$ cat config.mk
export PLATFORM = sky130hd
export DESIGN_NAME = uart_tx_arbiter
export DESIGN_NICKNAME = d
export VERILOG_FILES = /design/src/rtl/uart_arb_pkg.sv /design/src/rtl/uart_tx_arbiter_rr_select.sv /design/src/rtl/uart_tx_arbiter.sv
export SDC_FILE = /design/constraint.sdc
export NUM_CORES = 1
export LEC_CHECK = 0
export ABC_AREA = 1
export BUFFER_PORTS_ARGS = -buffer_cell sky130_fd_sc_hd__buf_2
export CAP_MARGIN = 40
export CORE_ASPECT_RATIO = 1.4
export CORE_MARGIN = 2
export CORE_UTILIZATION = 40
export DETAILED_ROUTE_END_ITERATION = 16
export GPL_TIMING_DRIVEN = 0
export HOLD_SLACK_MARGIN = 0.03
export PLACE_DENSITY_LB_ADDON = 0.12
export RECOVER_POWER = 100
export SETUP_SLACK_MARGIN = 0.5
export SLEW_MARGIN = 0
export SYNTH_ARGS = -nofsm -noshare
export SYNTH_HDL_FRONTEND = slang
export SYNTH_SLANG_ARGS = --single-unit
$ cat constraint.sdc
create_clock -name CLK -period 1.5 [get_ports CLK]
set_input_delay 0.15 -clock CLK [delete_from_list [all_inputs] [get_ports CLK]]
set_output_delay 0.15 -clock CLK [all_outputs]
set_load 0.05 [all_outputs]
$ cat src/rtl/uart_arb_pkg.sv
// Shared types and constants for the UART transmit arbiter.
package uart_arb_pkg;

    typedef enum logic [1:0] {
        IDLE = 2'd0,
        HDR  = 2'd1,
        SEND = 2'd2
    } arb_state_t;

    localparam logic [3:0] HDR_TAG    = 4'hA;
    localparam int         HDR_BYTE_W = 8;

endpackage

$ cat src/rtl/uart_tx_arbiter_rr_select.sv
// Combinational rotating-priority picker: first set request at or after the
// start pointer, wrapping modulo NUM_CH.
module rr_select #(
    parameter int NUM_CH = 4,
    parameter int IDX_W  = $clog2(NUM_CH)
) (
    input  logic [NUM_CH-1:0] req,
    input  logic [IDX_W-1:0]  start,
    output logic              found,
    output logic [IDX_W-1:0]  sel
);

    int cand_s;

    // Scan candidates in rotated order; the first hit wins.
    always_comb begin
        found  = 1'b0;
        sel    = '0;
        cand_s = 0;
        for (int i = 0; i < NUM_CH; i++) begin
            cand_s = (int'(start) + i >= NUM_CH) ? int'(start) + i - NUM_CH
                                                  : int'(start) + i;
            if (!found && req[IDX_W'(cand_s)]) begin
                found = 1'b1;
                sel   = IDX_W'(cand_s);
            end else begin
                found = found;
            end
        end
    end

endmodule

$ cat src/rtl/uart_tx_arbiter.sv
// Round-robin arbiter sharing one UART transmitter among NUM_CH byte streams.
// Optional grant header byte enabled with `define UART_ARB_HEADER_EN.
module uart_tx_arbiter
    import uart_arb_pkg::*;
#(
    parameter  int NUM_CH    = 4,
    parameter  int MAX_BURST = 16,
    localparam int GW        = $clog2(NUM_CH),
    localparam int BW        = $clog2(MAX_BURST + 1)
) (
    input  logic                    CLK,
    input  logic                    RST,
    input  logic [NUM_CH-1:0]       ch_en,
    input  logic [NUM_CH-1:0]       req_valid,
    input  logic [NUM_CH*8-1:0]     req_data,
    input  logic [NUM_CH-1:0]       req_last,
    output logic [NUM_CH-1:0]       req_ready,
    output logic                    tx_valid,
    output logic [HDR_BYTE_W-1:0]   tx_data,
    input  logic                    tx_ready,
    output logic                    grant_valid,
    output logic [GW-1:0]           grant_id,
    output logic [BW-1:0]           burst_cnt
);

    arb_state_t          state_r, state_next_s;
    logic [GW-1:0]       rr_ptr_r, rr_ptr_next_s;
    logic [GW-1:0]       grant_id_r, grant_id_next_s;
    logic [BW-1:0]       burst_cnt_r, burst_cnt_next_s;
    logic [NUM_CH-1:0]   eligible_s;
    logic                found_s;
    logic [GW-1:0]       sel_s;
    logic [GW-1:0]       ptr_inc_s;

    assign eligible_s = req_valid & ch_en;
    assign ptr_inc_s  = (grant_id_r == GW'(NUM_CH - 1)) ? '0 : grant_id_r + GW'(1);
    assign grant_id   = grant_id_r;
    assign burst_cnt  = burst_cnt_r;

    rr_select #(
        .NUM_CH (NUM_CH),
        .IDX_W  (GW)
    ) u_rr_select (
        .req   (eligible_s),
        .start (rr_ptr_r),
        .found (found_s),
        .sel   (sel_s)
    );

    // State, pointer, grant and burst counter registers.
    always_ff @(posedge CLK or posedge RST) begin
        if (RST) begin
            state_r     <= IDLE;
            rr_ptr_r    <= '0;
            grant_id_r  <= '0;
            burst_cnt_r <= '0;
        end else begin
            state_r     <= state_next_s;
            rr_ptr_r    <= rr_ptr_next_s;
            grant_id_r  <= grant_id_next_s;
            burst_cnt_r <= burst_cnt_next_s;
        end
    end

    // Next-state logic and handshake muxing.
    always_comb begin
        state_next_s     = state_r;
        rr_ptr_next_s    = rr_ptr_r;
        grant_id_next_s  = grant_id_r;
        burst_cnt_next_s = burst_cnt_r;
        tx_valid         = 1'b0;
        tx_data          = 8'h00;
        req_ready        = '0;
        grant_valid      = 1'b0;

        case (state_r)
            IDLE: begin
                // The final count of the previous grant stays visible for the gap cycle.
                burst_cnt_next_s = '0;
                if (found_s) begin
                    grant_id_next_s = sel_s;
`ifdef UART_ARB_HEADER_EN
                    state_next_s    = HDR;
`else
                    state_next_s    = SEND;
`endif
                end else begin
                    state_next_s = IDLE;
                end
            end
`ifdef UART_ARB_HEADER_EN
            HDR: begin
                grant_valid = 1'b1;
                tx_valid    = 1'b1;
                tx_data     = {HDR_TAG, 4'(grant_id_r)};
                if (tx_ready) begin
                    state_next_s = SEND;
                end else begin
                    state_next_s = HDR;
                end
            end
`endif
            SEND: begin
                grant_valid = 1'b1;
                tx_valid    = req_valid[grant_id_r];
                tx_data     = req_data[{grant_id_r, 3'b000} +: 8];
                if (!req_valid[grant_id_r]) begin
                    state_next_s  = IDLE;
                    rr_ptr_next_s = ptr_inc_s;
                end else if (tx_ready) begin
                    req_ready[grant_id_r] = 1'b1;
                    burst_cnt_next_s      = burst_cnt_r + BW'(1);
                    if (req_last[grant_id_r] || (burst_cnt_r == BW'(MAX_BURST - 1))) begin
                        state_next_s  = IDLE;
                        rr_ptr_next_s = ptr_inc_s;
                    end else begin
                        state_next_s = SEND;
                    end
                end else begin
                    state_next_s = SEND;
                end
            end
            default: begin
                state_next_s = IDLE;
            end
        endcase
    end

endmodule

==> impl_results.md <==
- Outcome: finished, violations left
- Failing checks: setup timing
- Routed vias: 1997
- Hold slack final: 420 ps
- # DRC: 0
- Startpoint types: flop
- Final setup fails: 22
- Total CTS buffers: 3
- Max-slew violation count: 0
- Clock transition at path regs: 50 ps
- DRT Wirelength: 6.64 mm
- H-tree level count: 1
- Mapped Nets: 259
- Routability cong.: 0.737
- Commonest non-fill, non-tap cell in the layout: buf_2
- Clock period minus worst slack: 1740 ps
- Clock Latency Late Sink: 250 ps
- Antenna viol nets, final: 0
- Worst Setup Path Type: flop to primary output
- FMAX: 575 MHz
- Max-Cap Viols: 0
- Fraction of layout cells with a size suffix above 1: 70.3%
- Final setup margin: -239 ps
- Critical path fanouts, max: 5
- Hold Path Class: primary input to asynchronous set/reset pin
- DP Wirelength: 2.87 mm
- Full die area: 3430 um2
- Commonest cells after routing, fill and taps aside: 47 x buf_2, 30 x buf_6, 29 x nor2_1
- Tot GR Track Use: 29.3%
- Global-route wire length before repair: 7.75 mm
- Vias in the first global route: 1767
- Initial core utilization: 41.7%
- Site Rows: 23
- Area contributors post-synth: dfrtp_1 21%, nand2_1 15%, nor2_1 14%, o21ai_0 8.0%, ha_1 6.3%
- # IOs: 68
- Synth warn: 0
- Avg Cell Area, Syn: 5.77 um2
- Pin count of the biggest net entering global routing: 12
- CTS tree: done
- Syn Inst Count: 206
- Sink Count: 10
- Post-synth top area cell: dfrtp_1
- Worst Reg-to-Reg Cells: 12
- GRT overflow: 0
- R2r startpoint: grant_id[0]
- Top cell type's share of synthesized area: 21.1%
- Layout Cells excl Fill: 354
- CP Capture Type: primary output
- Drt first pass iters: 4
- Crit path to: tx_data[2]
- Fin crit share: 116%
- Power Total: 7010 uW
- Width of the die: 50.1 um
- Final Hold Vio Count: 0
- R2r endpoint: burst_cnt[4]
- Synthesis-stage register bit count: 10
- N_diodes: 0
- Crit path DAT: 1590 ps
- Required time worst endpoint: 1350 ps
- R2r setup slk: -170 ps
- Port bufs: 67
- Synthesized area: 1190 um2
- Pwr dens: 2630 nW/um2
- Die span in y: 68.5 um
- Final nets: 371
- Distinct cells, synth: 21
- Root Driver: clkbuf_8
- DR iter-0 viols: 111
- Post-synthesis sequential area ratio: 21.1%
- RSZ-0062 raised after global routing: yes
- Area added between synthesis and finish: 124%
- Crit. Startpoint: grant_id[0]
- Cell count after placement: 310
- CTS Buffer Depth: 2
- Max-slew headroom: 59.2%
- Slew @ Worst Pin: 615 ps
- DR vias/cell: 5.64
- WL per Instance: 18.8 um
- Leak: 0.00127 uW
- Core area: 2850 um2
- Worst VDD drop: 1.92 mV
- Post-route clock skew: 3.83 ps
- Antenna violations before repair: 0
==> power by group <==
part | total [uW] | internal [uW] | switching, uW
Combinational | 6080 | 2540 | 3540
Sequential | 578 | 396 | 182
Clock | 352 | 232 | 120
==> final cells by class <==
cell class	count	area [um2]
Multi-Input combinational cell	168	1280
Timing Repair Buffer	107	843
Sequential cell	10	262
Fill cell	95	181
Buffer	8	100
Inverter	20	85.1
Clock buffer	4	55.1
Tap cell	37	46.3
==> worst min-delay path by stage <==
stage / end / slack, ps / cells past startpoint
4_1_cts: burst_cnt[4] / 350 / 5
2_1_floorplan: burst_cnt[4] / -10 / 1
3_5_place_dp: rr_ptr_r[1] / 150 / 2
6_report: burst_cnt[0] / 420 / 3
5_1_grt: state_r[1] / 450 / 5
3_3_place_gp: rr_ptr_r[1] / 150 / 2
==> logic make-up (layout without fill, tap and decap cells) <==
group | count (synthesis) | count (layout) | share of synthesized area (%)
adder cells (fa/ha/maj) | 6 | 6 | 6.32
AND/OR/NAND/NOR | 125 | 125 | 46.2
buffers and inverters | 28 | 139 | 10.6
flip-flops | 10 | 10 | 21.1
AO/OA/AOI/OAI | 37 | 37 | 15.8
==> synth_stat cells <==
cell      count
nand2_2       8
o21ai_0      19
o21ai_1       3
nor2_2        3
inv_1        15
nand3_2       2
ha_1          6
inv_2         5
a21oi_1      14
buf_6         1
buf_2         2
nand2_1      46
buf_4         3
dfrtp_1      10
o21a_1        1
nor2_1       43
nor3_1        3
clkbuf_1      2
nand4_1       4
nand3_1      15
nor2_4        1
==> critical path, cell delays in order, from the launching register on <==
cell and delay [ps]:
dfrtp_2 430, buf_6 160, clkbuf_16 140, nor2_2 40, nor2_1 150, o21ai_2 100
a21oi_4 150, buf_6 170
==> repair_timing <==
item / in CTS / in global routing
endpoints found under the hold margin: 10 / 0
cloned: 4 / 1
pin swaps: 12 / 19
endpoints found under the setup margin: 30 / 30
buffers inserted: 21 / 13
hold buffers: 1 / 0
gates resized for setup: 117 / 54
==> registers in the layout, indices dropped and copies added (netlist names) <==
name and count:
burst_cnt 5, state_r 1, rr_ptr_r 2, grant_id 2
==> per-stage QoR <==
step	instance area [um2]	TNS, ps	util [%]	worst slack [ps]
floorplan	1390	-2550	-	-309
global placement	1770	-1680	62.1	-191
detailed placement	1770	-1830	62.1	-203
CTS	2370	-1820	83.2	-159
global route	2670	-4640	93.6	-383
finish	2670	-3380	93.6	-239
==> layer usage <==
layer | track usage [%] | up-vias | share of wire, %
li1 | - | 890 | -
met1 | 30.6 | 936 | 34
met2 | 59.9 | 132 | 54
met3 | 4.09 | 39 | 7.5
met4 | 8.33 | 0 | 5.2
met5 | 0 | - | 0
Note: power is estimated with default switching activity, not from simulation.
